<file path="config.mk">
export PLATFORM = sky130hd
export DESIGN_NAME = rb2_port_arbiter
export DESIGN_NICKNAME = d
export VERILOG_FILES = /design/src/rtl/rb2_arb_pkg.sv /design/src/rtl/rb2_arb_rr.sv /design/src/rtl/rb2_port_arbiter.sv
export SDC_FILE = /design/constraint.sdc
export NUM_CORES = 1
export LEC_CHECK = 0
export ABC_CLOCK_PERIOD_IN_PS = 3200
export CAP_MARGIN = 20
export CORE_MARGIN = 2
export CORE_UTILIZATION = 39
export DETAILED_ROUTE_END_ITERATION = 8
export PLACE_DENSITY = 0.73
export SLEW_MARGIN = 25
export SYNTH_ARGS = -nofsm -noshare
export SYNTH_HDL_FRONTEND = slang
export SYNTH_HIERARCHICAL = 1
export SYNTH_SLANG_ARGS = --single-unit
</file>
<file path="constraint.sdc">
create_clock -name clk -period 3.2 [get_ports clk]
set_clock_uncertainty 0.15 [all_clocks]
set_input_delay 0.64 -clock clk [delete_from_list [all_inputs] [get_ports clk]]
set_output_delay 0.64 -clock clk [all_outputs]
set_load 0.05 [all_outputs]
</file>
<file path="src/rtl/rb2_arb_pkg.sv">
// Shared types and constants for the RB2 two-port arbiter.
package rb2_arb_pkg;

  typedef enum logic [1:0] {
    IDLE = 2'd0,
    OWN0 = 2'd1,
    OWN1 = 2'd2
  } arb_state_e;

  localparam logic RB2_RW_WRITE = 1'b0;
  localparam logic RB2_RW_READ  = 1'b1;

  localparam int unsigned RB2_DATA_W = 18;
  localparam int unsigned RB2_ADDR_W = 3;

endpackage

</file>
<file path="src/rtl/rb2_arb_rr.sv">
// Round-robin next-owner pick for the RB2 arbiter; purely combinational.
module rb2_arb_rr
  import rb2_arb_pkg::*;
(
  input  arb_state_e state_i,
  input  logic       req0_i,
  input  logic       req1_i,
  input  logic       last_i,
  input  logic       limit_i,
  output arb_state_e state_o,
  output logic       last_o,
  output logic       release_o
);

  always_comb begin
    state_o   = state_i;
    last_o    = last_i;
    release_o = 1'b0;
    case (state_i)
      IDLE: begin
        if (req0_i && req1_i) state_o = last_i ? OWN0 : OWN1;
        else if (req0_i)      state_o = OWN0;
        else if (req1_i)      state_o = OWN1;
      end
      OWN0: begin
        release_o = !req0_i || (limit_i && req1_i);
        if (release_o) begin
          last_o  = 1'b0;
          state_o = req1_i ? OWN1 : IDLE;
        end
      end
      OWN1: begin
        release_o = !req1_i || (limit_i && req0_i);
        if (release_o) begin
          last_o  = 1'b1;
          state_o = req0_i ? OWN0 : IDLE;
        end
      end
      default: state_o = IDLE;
    endcase
  end

endmodule

</file>
<file path="src/rtl/rb2_port_arbiter.sv">
// Shares the single RB2 bank port between two req/gnt requesters.
// Define RB2_ARB_BURST_LIMIT_EN to cap each grant tenure at MAX_BURST commands.
module rb2_port_arbiter
  import rb2_arb_pkg::*;
#(
  parameter int unsigned DATA_W    = RB2_DATA_W,
  parameter int unsigned ADDR_W    = RB2_ADDR_W,
  parameter int unsigned MAX_BURST = 4
) (
  input  logic              clk,
  input  logic              rst,
  input  logic              req0,
  input  logic              req1,
  output logic              gnt0,
  output logic              gnt1,
  input  logic              rw0,
  input  logic              rw1,
  input  logic [ADDR_W-1:0] a0,
  input  logic [ADDR_W-1:0] a1,
  input  logic [DATA_W-1:0] d0,
  input  logic [DATA_W-1:0] d1,
  output logic [DATA_W-1:0] q0,
  output logic [DATA_W-1:0] q1,
  output logic              qv0,
  output logic              qv1,
  output logic              RB2_RW,
  output logic [ADDR_W-1:0] RB2_A,
  output logic [DATA_W-1:0] RB2_D,
  input  logic [DATA_W-1:0] RB2_Q
);

  arb_state_e state_q, state_d;
  logic       last_q, last_d;
  logic       rel, limit_hit;
  logic       acc0, acc1;

  logic              cmd_rw_q, cmd_rw_d;
  logic [ADDR_W-1:0] cmd_a_q, cmd_a_d;
  logic [DATA_W-1:0] cmd_d_q, cmd_d_d;
  logic              rd_pend_q, rd_pend_d;
  logic              rd_src_q, rd_src_d;
  logic [DATA_W-1:0] q0_q, q0_d, q1_q, q1_d;
  logic              qv0_q, qv0_d, qv1_q, qv1_d;

  rb2_arb_rr u_rr (
    .state_i   (state_q),
    .req0_i    (req0),
    .req1_i    (req1),
    .last_i    (last_q),
    .limit_i   (limit_hit),
    .state_o   (state_d),
    .last_o    (last_d),
    .release_o (rel)
  );

  always_ff @(posedge clk or posedge rst) begin
    if (rst) begin
      state_q <= IDLE;
      last_q  <= 1'b1;
    end else begin
      state_q <= state_d;
      last_q  <= last_d;
    end
  end

  always_comb begin
    gnt0 = (state_q == OWN0);
    gnt1 = (state_q == OWN1);
  end

  // A releasing edge never accepts, which yields the one-cycle handover gap.
  assign acc0 = gnt0 && req0 && !rel;
  assign acc1 = gnt1 && req1 && !rel;

`ifdef RB2_ARB_BURST_LIMIT_EN
  localparam int unsigned CNT_W = $clog2(MAX_BURST + 1);

  logic [CNT_W-1:0] cnt_q, cnt_d;

  assign limit_hit = (cnt_q == CNT_W'(MAX_BURST));

  // At the cap with no competitor the tenure restarts, counting this accept.
  always_comb begin
    cnt_d = cnt_q;
    if (state_q == IDLE || state_d != state_q) cnt_d = '0;
    else if (limit_hit)                         cnt_d = (acc0 || acc1) ? CNT_W'(1) : '0;
    else if (acc0 || acc1)                      cnt_d = cnt_q + CNT_W'(1);
  end

  always_ff @(posedge clk or posedge rst) begin
    if (rst) cnt_q <= '0;
    else     cnt_q <= cnt_d;
  end
`else
  assign limit_hit = 1'b0;
`endif

  always_comb begin
    cmd_rw_d  = RB2_RW_READ;
    cmd_a_d   = cmd_a_q;
    cmd_d_d   = cmd_d_q;
    rd_pend_d = 1'b0;
    rd_src_d  = rd_src_q;
    if (acc0) begin
      cmd_rw_d  = rw0;
      cmd_a_d   = a0;
      cmd_d_d   = d0;
      rd_pend_d = (rw0 == RB2_RW_READ);
      rd_src_d  = 1'b0;
    end else if (acc1) begin
      cmd_rw_d  = rw1;
      cmd_a_d   = a1;
      cmd_d_d   = d1;
      rd_pend_d = (rw1 == RB2_RW_READ);
      rd_src_d  = 1'b1;
    end
  end

  always_comb begin
    q0_d  = q0_q;
    q1_d  = q1_q;
    qv0_d = 1'b0;
    qv1_d = 1'b0;
    if (rd_pend_q && !rd_src_q) begin
      q0_d  = RB2_Q;
      qv0_d = 1'b1;
    end
    if (rd_pend_q && rd_src_q) begin
      q1_d  = RB2_Q;
      qv1_d = 1'b1;
    end
  end

  always_ff @(posedge clk or posedge rst) begin
    if (rst) begin
      cmd_rw_q  <= RB2_RW_READ;
      cmd_a_q   <= '0;
      cmd_d_q   <= '0;
      rd_pend_q <= 1'b0;
      rd_src_q  <= 1'b0;
      q0_q      <= '0;
      q1_q      <= '0;
      qv0_q     <= 1'b0;
      qv1_q     <= 1'b0;
    end else begin
      cmd_rw_q  <= cmd_rw_d;
      cmd_a_q   <= cmd_a_d;
      cmd_d_q   <= cmd_d_d;
      rd_pend_q <= rd_pend_d;
      rd_src_q  <= rd_src_d;
      q0_q      <= q0_d;
      q1_q      <= q1_d;
      qv0_q     <= qv0_d;
      qv1_q     <= qv1_d;
    end
  end

  assign RB2_RW = cmd_rw_q;
  assign RB2_A  = cmd_a_q;
  assign RB2_D  = cmd_d_q;
  assign q0     = q0_q;
  assign q1     = q1_q;
  assign qv0    = qv0_q;
  assign qv1    = qv1_q;

endmodule

</file>
==> flow_summary.toml <==
[floorplanning]
row_count = 32
dieArea_um2 = 8570
die_w_um = 92.6
start_util_pct = 40.0
core-area_um2 = 7650
die_h_um = 92.6
io_pins = 128

[power_and_ir_drop]
max-vdd-ir-drop_mv = 0.537
powerDensity_nw_per_um2 = 1200
p_leak_nw = 2.04

[routing]
postRouteWirelength_um = 6660
vias = 2150
avgViaCountPerCell = 4.73
ant_nets = 0
first_iter_violations = 30
drc = 0
firstDrtPassIters = 4
wl_per_cell_um = 14.6

[yosys]
synth.cell_area_um2 = 3060
synth_area_leader_cell = "dfrtp_1"
yosys_warnings = 6
ys_ff_latch = 65
synth_area_per_cell_um2 = 14.7
ys_types = 31
synth_top_area_share_pct = 51.6
yosysSeqAreaShare_pct = 53.3
synthCells = 208
synth_area_leaders = "dfrtp_1 (52%), mux2_4 (17%), mux2_2 (16%)"

[clock_tree]
cts_hold_buffers = 0
cts_resized = 0
clock-root-buffer = "clkbuf_8"
cts_tree = "done"
numCtsBuffers = 9
clk_pin_slew_ns = 0.08
clk_latency_ns = 0.33
cts.sinks = 65
cts_setup_buffers = 0
cts_htree_levels = 3
cts_max_path_buffers = 2

[grt]
grtUsageMet3_pct = 5.21
grt_max_degree = 28
grt_pass1_vias = 2172
use_met2_pct = 26.0
grt_first_pass_wirelength_um = 10800
overflow = 0
antenna_found_initial = 0
met1_usage_pct = 20.9
grt_usage_pct = 16.3
busiest_layer = "met2"

[setup_path]
rr_startpoint = "state_q[0]"
path_max_fanout = 14
critical_path_class = "reg2reg"
end_kind = "register"
rr_worst_depth = 10
critPathArrivalTime_ns = 2.80
cp.required_ns = 3.28
worst-r2r-setup-slack_ns = 0.48
reg2reg_to = "RB2_D[12]"
start_kind = "register"

[timing]
final_hold_viol_count = 0
timing.final.crit_share_pct = 85.1
slew-limit-headroom_pct = 35.8
min_period_ns = 2.72
layout_setup_ws_ns = 0.477
whs_ns = 0.353
max_freq_mhz = 367
tightest_slew_ns = 0.964
fin_tns_setup_ns = 0
rsz0062_at_grt = "false"
setup_viol = 0
slew_violations = 0

[placement]
routabilityCongestion = 0.764
port_buffers = 127
pre_cts_ws_ns = 0.302
place_hpwl_um = 4980

[finish]
fin_util_pct = 61.5
antennaDiodeCount = 0
final_common_cell = "clkdlybuf4s50_1"
final_cell_mix = "clkdlybuf4s50_1 (127), dfrtp_1 (63), mux2_2 (44), mux2_4 (34), nand2_1 (10)"
final_nets = 418
drive_gt1_share_pct = 30.9
syn2layout_area_growth_pct = 53.9

[worst_hold_path]
hp-start = "last_q"
hold_path_end = "last_q"
hold_class = "reg2reg"
hold_depth = 1

[flow_run]
cap_viol_max_count = 0

[run_status]
status = "complete, no violations"
[cells in the mapped netlist, drive strengths merged]
cell,n
a22oi,1
dfstp,2
o21ai,2
and4bb,1
a22o,1
conb,1
nand2,10
a31oi,2
o22ai,1
o2bb2ai,1
nand4b,1
a32o,1
nand2b,3
and2,1
ha,4
and2b,2
buf,10
inv,7
a21oi,6
nor2,2
nand3b,3
mux2,78
nor2b,3
nand3,2
dfrtp,63
[worst max-delay path by stage]
stage                     from        end
floorplan           state_q[0]   RB2_A[2]
global placement          req1  RB2_D[15]
detailed placement        req1  RB2_D[15]
CTS                 state_q[0]  RB2_D[12]
global route        state_q[0]  RB2_D[15]
finish              state_q[0]  RB2_D[12]
[cell type report]
class                   count  area (um^2)
flip-flops and latches     65         1630
clock inverters             7          125
well taps                 102          128
clock buffers               9          124
inverters                   7         26.3
multi-input cells         130         1340
repair buffers            135         1330
fillers                   616         2940
[report_power, final]
part | internal, mW | switching, mW | total, mW
sequential | 1.24 | 0.230 | 1.47
combinational | 1.36 | 1.95 | 3.31
clock | 0.525 | 0.330 | 0.856
total | 3.12 | 2.51 | 5.63
[sequential cells by signal, indices dropped and copies added, names as in the netlist, 2 cells and up]
signal / count
q0: 18
state_q: 2
RB2_A: 3
RB2_D: 18
q1: 18
[worst max-delay path: stages, from the launching register on]
cell	delay [ns]
dfrtp_1	0.48
inv_1	0.12
ha_1	0.26
inv_1	0.09
o22ai_1	0.15
a21oi_1	0.06
nor2b_1	0.26
and4bb_1	0.27
buf_4	0.21
mux2_4	0.31
mux2_4	0.25
[metal layers]
layer	vias up	share of wire (%)
met4	0	1.1
met2	85	47
met3	8	6.7
met5	-	0
li1	1007	-
met1	1050	45
[cell families after synthesis]
logic type / synth area share [%]
and+or+nand+nor: 5.28
other: 0.123
DFF: 53.3
adders and majority gates: 1.64
AOI/OAI and AO/OA: 3.11
buffers and inverters: 3.68
muxes: 32.9
[metrics by stage]
step | instance area [um^2] | cells | power [mW]
finish | 4710 | 455 | 5.63
global placement | 4460 | 439 | 4.77
detailed placement | 4460 | 439 | 4.81
floorplan | 3070 | 212 | 3.75
CTS | 4710 | 455 | 5.69
global route | 4710 | 455 | 5.90
Note: power is estimated with default switching activity, not from simulation.
